[config.mk]
export PLATFORM = sky130hd
export DESIGN_NAME = led_pattern_shifter
export DESIGN_NICKNAME = d
export VERILOG_FILES = /design/src/rtl/led_pkg.sv /design/src/rtl/led_tick_gen.sv /design/src/rtl/led_pattern_shifter.sv
export SDC_FILE = /design/constraint.sdc
export NUM_CORES = 1
export LEC_CHECK = 0
export CAP_MARGIN = 20
export CORE_AREA = 2 2 59 61
export DETAILED_ROUTE_END_ITERATION = 8
export DIE_AREA = 0 0 61 63
export PLACE_DENSITY = 0.85
export SKIP_LAST_GASP = 1
export SLEW_MARGIN = 20
export SYNTH_ARGS = -nofsm -noshare
export SYNTH_HDL_FRONTEND = slang
export SYNTH_SLANG_ARGS = --single-unit
export TNS_END_PERCENT = 10
[constraint.sdc]
create_clock -name clk -period 2.8 [get_ports clk]
set_input_delay 0.56 -clock clk [delete_from_list [all_inputs] [get_ports clk]]
set_output_delay 0.56 -clock clk [all_outputs]
set_load 0.01 [all_outputs]
[src/rtl/led_pkg.sv]
// Shared constants and helpers for the LED pattern engine: direction encoding and
// prescaler sizing derived from clock frequency and step rate.
package led_pkg;

  localparam logic DIR_LEFT  = 1'b0;
  localparam logic DIR_RIGHT = 1'b1;

  // Clock cycles per pattern step, never less than one.
  function automatic int tick_div(input int clk_freq, input int steps);
    int q;
    if (steps <= 0) begin
      q = 1;
    end else begin
      q = clk_freq / steps;
    end
    return (q < 1) ? 1 : q;
  endfunction

  // Prescaler width; at least one bit so a divide-by-one build still has a register.
  function automatic int cnt_width(input int div);
    return (div <= 2) ? 1 : $clog2(div);
  endfunction

endpackage

[src/rtl/led_tick_gen.sv]
// Step prescaler: counts 0..TICK_DIV-1 while enabled and flags the wrap cycle,
// which is the edge on which the owner should step its pattern.
module led_tick_gen
  import led_pkg::*;
#(
  parameter int CLK_FREQ      = 25_000_000,
  parameter int STEPS_PER_SEC = 4
) (
  input  logic clk,
  input  logic rst_n,
  input  logic en,
  input  logic clr,
  output logic tick
);

  localparam int TICK_DIV = tick_div(CLK_FREQ, STEPS_PER_SEC);
  localparam int CW       = cnt_width(TICK_DIV);
  localparam logic [CW-1:0] LAST = CW'(TICK_DIV - 1);

  logic [CW-1:0] cnt;
  logic          at_last;

  assign at_last = (cnt == LAST);
  assign tick    = en && !clr && at_last;

  always_ff @(posedge clk) begin
    if (!rst_n) begin
      cnt <= '0;
    end else if (clr) begin
      cnt <= '0;
    end else if (en) begin
      if (at_last) begin
        cnt <= '0;
      end else begin
        cnt <= cnt + 1'b1;
      end
    end
  end

endmodule

[src/rtl/led_pattern_shifter.sv]
// LED pattern engine: rotates a WIDTH-bit pattern once per prescaler tick, with runtime
// direction, pause and load. Bounce mode is built only when LED_PATTERN_BOUNCE_EN is defined.
module led_pattern_shifter
  import led_pkg::*;
#(
  parameter int               WIDTH         = 8,
  parameter int               CLK_FREQ      = 25_000_000,
  parameter int               STEPS_PER_SEC = 4,
  parameter logic [WIDTH-1:0] INIT_PATTERN  = WIDTH'('h1F)
) (
  input  logic             clk,
  input  logic             rst_n,
  input  logic             en,
  input  logic             dir,
  input  logic             bounce,
  input  logic             load,
  input  logic [WIDTH-1:0] load_pattern,
  output logic [WIDTH-1:0] leds,
  output logic             step_tick
);

  function automatic logic [WIDTH-1:0] rot_left(input logic [WIDTH-1:0] v);
    return {v[WIDTH-2:0], v[WIDTH-1]};
  endfunction

  function automatic logic [WIDTH-1:0] rot_right(input logic [WIDTH-1:0] v);
    return {v[0], v[WIDTH-1:1]};
  endfunction

  logic tick;
  logic step;
  logic step_dir;

  led_tick_gen #(
    .CLK_FREQ      (CLK_FREQ),
    .STEPS_PER_SEC (STEPS_PER_SEC)
  ) u_tick_gen (
    .clk   (clk),
    .rst_n (rst_n),
    .en    (en),
    .clr   (load),
    .tick  (tick)
  );

  // A load on the same edge pre-empts the step and restarts the prescaler.
  assign step = tick && !load;

`ifdef LED_PATTERN_BOUNCE_EN
  logic bounce_dir;
  logic eff_dir;
  logic at_end;

  always_comb begin
    eff_dir  = bounce ? bounce_dir : dir;
    at_end   = (eff_dir == DIR_LEFT) ? leds[WIDTH-1] : leds[0];
    step_dir = (bounce && at_end) ? ~eff_dir : eff_dir;
  end

  // Tracks dir while bounce is off so enabling bounce starts in the user's direction.
  always_ff @(posedge clk) begin
    if (!rst_n) begin
      bounce_dir <= DIR_LEFT;
    end else if (!bounce) begin
      bounce_dir <= dir;
    end else if (step) begin
      bounce_dir <= step_dir;
    end
  end
`else
  // bounce has no effect in this build; the masked term keeps the port referenced.
  assign step_dir = dir ^ (bounce & 1'b0);
`endif

  always_ff @(posedge clk) begin
    if (!rst_n) begin
      leds      <= INIT_PATTERN;
      step_tick <= 1'b0;
    end else begin
      step_tick <= step;
      if (load) begin
        leds <= load_pattern;
      end else if (step) begin
        leds <= (step_dir == DIR_RIGHT) ? rot_right(leds) : rot_left(leds);
      end
    end
  end

endmodule

==> out/results.tsv, run 1 <==
stage	metric	value	unit
outcome	status	finished clean	
cts	clk sinks	32	
timing	slew at the pin closest to its max-slew limit	0.414	ns
die	Chip Width	61	um
logic_synthesis	Synth Cell Area	1620	um^2
timing	Hold Violations, Final	0	
place	# port buffers	21	
timing	Final setup viols	0	
global_route	largest net degree at the start of global routing	24	
cts	Reg clk slew, reported paths	0.09	ns
cells_and_area	# diodes	0	
logic_synthesis	Syn Area/Cell	8.70	um^2
logic_synthesis	ys flop type	dfxtp_1	
cts	CTS H-tree lvls	2	
cts	CTS tree	done	
global_route	GR Overflow Total	0	
logic_synthesis	sequential fraction of the synthesis area	39.6	%
routing	TritonRoute pass-1 iters	4	
routing	Vias/cell	5.96	
routing	final wirelength	3500	um
logic_synthesis	Post-synth EDFFs	0	
run	max_cap viols	0	
cells_and_area	Layout Area Growth over Synthesis	16.8	%
global_route	vias in the first global route	1392	
worst_setup_path	RR Endpoint	u_tick_gen.cnt[22]	
logic_synthesis	Yosys reg bits	32	
worst_setup_path	worst setup path end	u_tick_gen.cnt[22]	
place	Final HPWL DP	2420	um
worst_setup_path	Worst EP required	3.07	ns
timing	fin crit share	78.7	%
cts	cts repair resizes	0	
logic_synthesis	post-synth top area share	39.6	%
timing	max_slew headroom	72.3	%
timing	Fin Clk Skew	0.0101	ns
die	IO Pins	23	
timing	unrepaired setup endpoints after global routing	no	
worst_setup_path	Crit Path Category	input pin to flip-flop	
timing	Final Slew Violations	0	
global_route	initial antenna violation count	0	
die	row cnt	21	
routing	Via Count	1485	
routing	DRC Markers	0	
routing	ANT nets after route	0	
cts	CTS root buf	clkbuf_4	
global_route	GRT Total Usage	20.6	%
worst_setup_path	crit path DAT	2.47	ns
worst_setup_path	worst reg2reg path depth	5	
logic_synthesis	dominant cells by area after synthesis	dfxtp_1 40%, o311ai_0 4.3%, xor2_1 3.8%	
pwr	Design Power	781	uW
cells_and_area	fill cell count	277	
pwr	VDD IR-drop max	0.233	mV
global_route	first-pass GRT wire length	6040	um
cells_and_area	layout cells sized above 1	8.37	%
timing	fmax	0.454	GHz
cts	Inserted Clock Buffers	5	
die	Die Y	63	um
routing	wire length per cell	14.0	um
cts	# hold bufs at CTS	0	
worst_setup_path	Setup crit start kind	input pin	
die	core area	3230	um^2
timing	post-layout min period	2.20	ns
cts	worst-case clock buffer depth	2	
worst_setup_path	crit end category	flip-flop	
worst_setup_path	reg2reg start	u_tick_gen.cnt[0]	
worst_setup_path	origin of the worst setup path	en	
routing	initial DRC count	63	
place	Placer Congestion	0.894	
cts	Post-CTS Setup Bufs	0	
pwr	PD cells	413	nW/um^2
hold_path	worst hold path type	flip-flop to flip-flop	
timing	hold slack final	0.493	ns
logic_synthesis	library cells used by synthesis	33	
worst_setup_path	CP Max Fanout	7	
cells_and_area	Final nets	220	
cts	Worst-Skew Late Latency	0.34	ns
logic_synthesis	Post-synth ARST share	0	%
logic_synthesis	YS warnings	0	
timing	TNS Setup	0	ns
logic_synthesis	gate count of the mapped netlist	186	
die	Initial Utilization	50.1	%
pwr	leakage	0.000600	uW
logic_synthesis	Yosys top cell by area	dfxtp_1	
logic_synthesis	synthesized net count	201	
worst_setup_path	reg2reg setup slack	0.70	ns
die	Die ar.	3840	um^2
[cell usage in the layout, fill, tap and decap left out, types with 2 or more instances in the layout]
cell type	n
buf_4	3
or4_1	6
nand3_1	11
a31oi_1	5
nand4_1	9
and4_2	2
nand2_1	14
o21ai_0	4
or3_1	4
nor3_1	3
clkbuf_4	5
and4_1	3
nor2_1	16
a21oi_1	9
and3_1	3
o311ai_0	8
inv_1	3
nor4_1	6
dfxtp_1	32
xor2_1	7
o2111ai_1	3
clkdlybuf4s50_1	21
o31ai_1	5
mux2_2	5
mux2i_1	4
xnor2_1	6
[worst max-delay path, cell delays in order]
cell and delay, ns:
clkdlybuf4s50_1 0.49, nand4_2 0.14, or4_1 0.69, or4_1 0.45, a21oi_1 0.14
[cells by family after synthesis]
kind of cell             share of synthesized area (%)
AND/OR/NAND/NOR                                   27.9
AO/OA/AOI/OAI                                     14.7
flip-flops                                        39.6
buffers and inverters                             4.10
XOR/XNOR                                          7.03
multiplexers                                      5.95
adder cells (fa/ha/maj)                          0.773
[power by group]
group          internal [uW]  switching (uW)
Combinational           45.7            31.6
Clock                   83.7             147
Sequential               463            9.51
Total                    593             188
[cell usage after synthesis (all sizes together), types with 5 or more instances]
library cell / n
a31oi: 5
dfxtp: 32
nor4: 6
nor2: 16
nand2: 14
nand4: 10
and4: 5
xor2: 7
a21oi: 9
xnor2: 6
or4: 7
mux2: 5
nand3: 11
o31ai: 5
clkbuf: 8
o311ai: 8
[state kept, by name, indices dropped and copies added (netlist names)]
register        flops
u_tick_gen.cnt     23
step_tick           1
leds                8
[layer usage]
metal	global-route usage (%)	vias up	share of wire, %
met4	12.0	0	2.1
met2	31.7	24	49
li1	-	741	-
met1	25.0	712	45
met3	5.59	8	3.7
met5	0	-	0
[through the flow]
step                setup WS (ns)  cells  cell area (um^2)  utilization [%]
floorplan                   0.633    186              1620                -
global route                0.492    249              1890             58.5
global placement            0.288    244              1850             57.4
finish                      0.597    249              1890             58.5
detailed placement          0.258    244              1850             57.4
CTS                         0.614    249              1890             58.5
[area by class of cell]
type / instances / area (um^2) / share of cell area (%)
clock buffers: 5 / 37.5 / 1.98
inverters: 3 / 11.3 / 0.595
flip-flops and latches: 32 / 641 / 33.9
well taps: 46 / 57.6 / 3.04
repair buffers: 24 / 233 / 12.3
multi-input cells: 139 / 912 / 48.2
[how the worst min path moves through the flow]
stage                               to                from  slack, ns  cells past startpoint
floorplan           u_tick_gen.cnt[22]  u_tick_gen.cnt[22]       0.45                      2
global placement    u_tick_gen.cnt[22]  u_tick_gen.cnt[22]       0.47                      2
detailed placement  u_tick_gen.cnt[14]  u_tick_gen.cnt[14]       0.48                      2
CTS                 u_tick_gen.cnt[14]  u_tick_gen.cnt[14]       0.50                      2
global route        u_tick_gen.cnt[19]  u_tick_gen.cnt[19]       0.53                      2
finish              u_tick_gen.cnt[22]  u_tick_gen.cnt[22]       0.49                      2
Note: power is estimated with default switching activity, not from simulation.
==> inputs of run 2 (changes only) <==
- clock period: 2.8 -> 2.07 ns (I/O delays scaled with it)
==> run 2 against run 1 <==
Compared with the run above:
- die area unchanged
- sequential share of layout area decreased by 2.0 points
- combinational power increased by 45%
- worst setup slack got worse by 0.51 ns
- clock power increased by 36%
- utilization increased by 3.6 points
- via count increased by 6.3%
- critical path type unchanged
==> out/results.tsv, run 2 (synthesis results as in run 1) <==
stage	metric	value	unit	change
routing	Vias/cell	6.00		was 5.96
timing	setup ws final	0.0827	ns	was 0.597 ns
routing	wire length per cell	13.6	um	was 14.0 um
cells_and_area	Layout Area Growth over Synthesis	24.1	%	was 16.8%
timing	Final Slew Violations	0		unchanged
cts	worst-case clock buffer depth	2		unchanged
routing	final wirelength	3580	um	was 3500 um
outcome	status	finished clean		unchanged
global_route	vias in the first global route	1447		was 1392
cells_and_area	max reg flops	23		unchanged
cts	cts repair resizes	0		unchanged
worst_setup_path	Crit Path Category	input pin to flip-flop		unchanged
timing	post-layout min period	1.99	ns	
die	Die ar.	3840	um^2	unchanged
worst_setup_path	crit path DAT	2.25	ns	was 2.47 ns
routing	initial DRC count	84		was 63
cts	Post-CTS Setup Bufs	0		unchanged
timing	fin crit share	96.0	%	
pwr	Design Power	1060	uW	was 781 uW
place	Placer Congestion	0.902		was 0.894
worst_setup_path	CP Max Fanout	9		was 7
routing	ANT nets after route	0		unchanged
cells_and_area	layout cells sized above 1	14.3	%	was 8.37%
routing	TritonRoute pass-1 iters	4		unchanged
die	Die Y	63	um	unchanged
die	row cnt	21		unchanged
place	# port buffers	21		unchanged
cts	# hold bufs at CTS	0		unchanged
cells_and_area	top flop regs	u_tick_gen.cnt: 23 flops, leds: 8 flops, step_tick: 1 flops		unchanged
timing	Hold Violations, Final	0		unchanged
timing	unrepaired setup endpoints after global routing	no		unchanged
cts	CTS root buf	clkbuf_4		unchanged
pwr	PD cells	529	nW/um^2	was 413 nW/um^2
cts	Inserted Clock Buffers	5		unchanged
worst_setup_path	crit end category	flip-flop		unchanged
place	Post-Place Worst Slack	-0.267	ns	was 0.258 ns
cts	Reg clk slew, reported paths	0.09	ns	about the same
timing	slew at the pin closest to its max-slew limit	0.364	ns	was 0.414 ns
cells_and_area	most common cell after layout, fill and taps aside	dfxtp_1		unchanged
cells_and_area	most frequent cells in the layout	32 x dfxtp_1, 21 x clkdlybuf4s50_1, 16 x nor2_1, 16 x buf_4, 14 x nand2_1		was 32 x dfxtp_1, 21 x clkdlybuf4s50_1, 16 x nor2_1
hold_path	hold path depth	2		unchanged
cells_and_area	Final nets	234		was 220
pwr	VDD IR-drop max	0.371	mV	was 0.233 mV
worst_setup_path	Setup crit start kind	input pin		unchanged
cells_and_area	fill cell count	291		was 277
pwr	leakage	0.000673	uW	was 0.000600 uW
routing	DRC Markers	0		unchanged
global_route	first-pass GRT wire length	6200	um	was 6040 um
cts	clk sinks	32		unchanged
place	Final HPWL DP	2560	um	was 2420 um
cts	CTS tree	done		unchanged
worst_setup_path	Worst EP required	2.34	ns	was 3.07 ns
global_route	initial antenna violation count	0		unchanged
global_route	GR Overflow Total	0		unchanged
routing	Via Count	1579		was 1485
timing	Fin Clk Skew	0.0119	ns	was 0.0101 ns
worst_setup_path	worst reg2reg path depth	4		was 5
timing	TNS Setup	0	ns	unchanged
die	Chip Width	61	um	unchanged
timing	Final setup viols	0		unchanged
cells_and_area	Top reg by flops	u_tick_gen.cnt		unchanged
cts	CTS H-tree lvls	2		unchanged
cts	Worst-Skew Late Latency	0.34	ns	about the same
hold_path	worst hold path type	flip-flop to flip-flop		unchanged
die	core area	3230	um^2	unchanged
run	max_cap viols	0		unchanged
die	Initial Utilization	50.1	%	unchanged
timing	fmax	0.503	GHz	
global_route	GRT Total Usage	20.9	%	was 20.6%
timing	max_slew headroom	75.5	%	was 72.3%
cells_and_area	# diodes	0		unchanged
die	IO Pins	23		unchanged
global_route	largest net degree at the start of global routing	24		unchanged
==> run 2: cell types whose count changed in the layout (fill, tap and decap cells not counted) <==
cell and change:
buf_4 +13, buf_12 +1
==> run 2: layout make-up <==
type	instances	area, um^2	share of cell area [%]
inverters	3	11.3	0.560
well taps	46	57.6	2.86
repair buffers	38	350	17.4
clock buffers	5	37.5	1.87
multi-input cells	139	912	45.4
flip-flops and latches	32	641	31.9
==> run 2: routing by layer <==
layer  vias up  track usage, %  share of wire (%)  routed length [um]
met1       742            27.0                 46                1640
met4         0            9.24                2.2                  77
met2        53            32.3                 47                1680
li1        774               -                  -                   -
met3        10            5.38                4.9                 174
met5         -               0                  0                   0
==> run 2: metrics by stage <==
step	cell area, um^2	std cells	utilization (%)	hold slack, ns
6_report	2010	263	62.2	0.495
3_5_place_dp	1970	258	61.0	0.469
5_1_grt	2010	263	62.2	0.524
2_1_floorplan	1620	186	-	0.448
3_3_place_gp	1970	258	61.0	0.469
4_1_cts	2010	263	62.2	0.486
==> run 2: worst max-delay path, stage by stage <==
cell	delay (ns)
clkdlybuf4s50_1	0.49
nand4_2	0.11
or4_4	0.59
or4_1	0.48
a21oi_1	0.17
==> run 2: worst paths after layout <==
kind,startpoint,endpoint,slack (ns)
worst max register to register,u_tick_gen.cnt[5],u_tick_gen.cnt[17],0.19
worst max-delay path,en,u_tick_gen.cnt[17],0.08
worst min register to register,u_tick_gen.cnt[22],u_tick_gen.cnt[22],0.50
worst min-delay path,u_tick_gen.cnt[22],u_tick_gen.cnt[22],0.50
==> run 2: power breakdown <==
group	internal (uW)	leakage (uW)	switching, uW
Sequential	627	0.000260	12.1
Combinational	66.9	0.000390	44.7
Clock	113	0.0000230	199
==> inputs of run 3 (changes only) <==
- SLEW_MARGIN: 20 -> 25
==> results of run 3 <==
Final layout, timing and power as in run 2 (identical DEF).
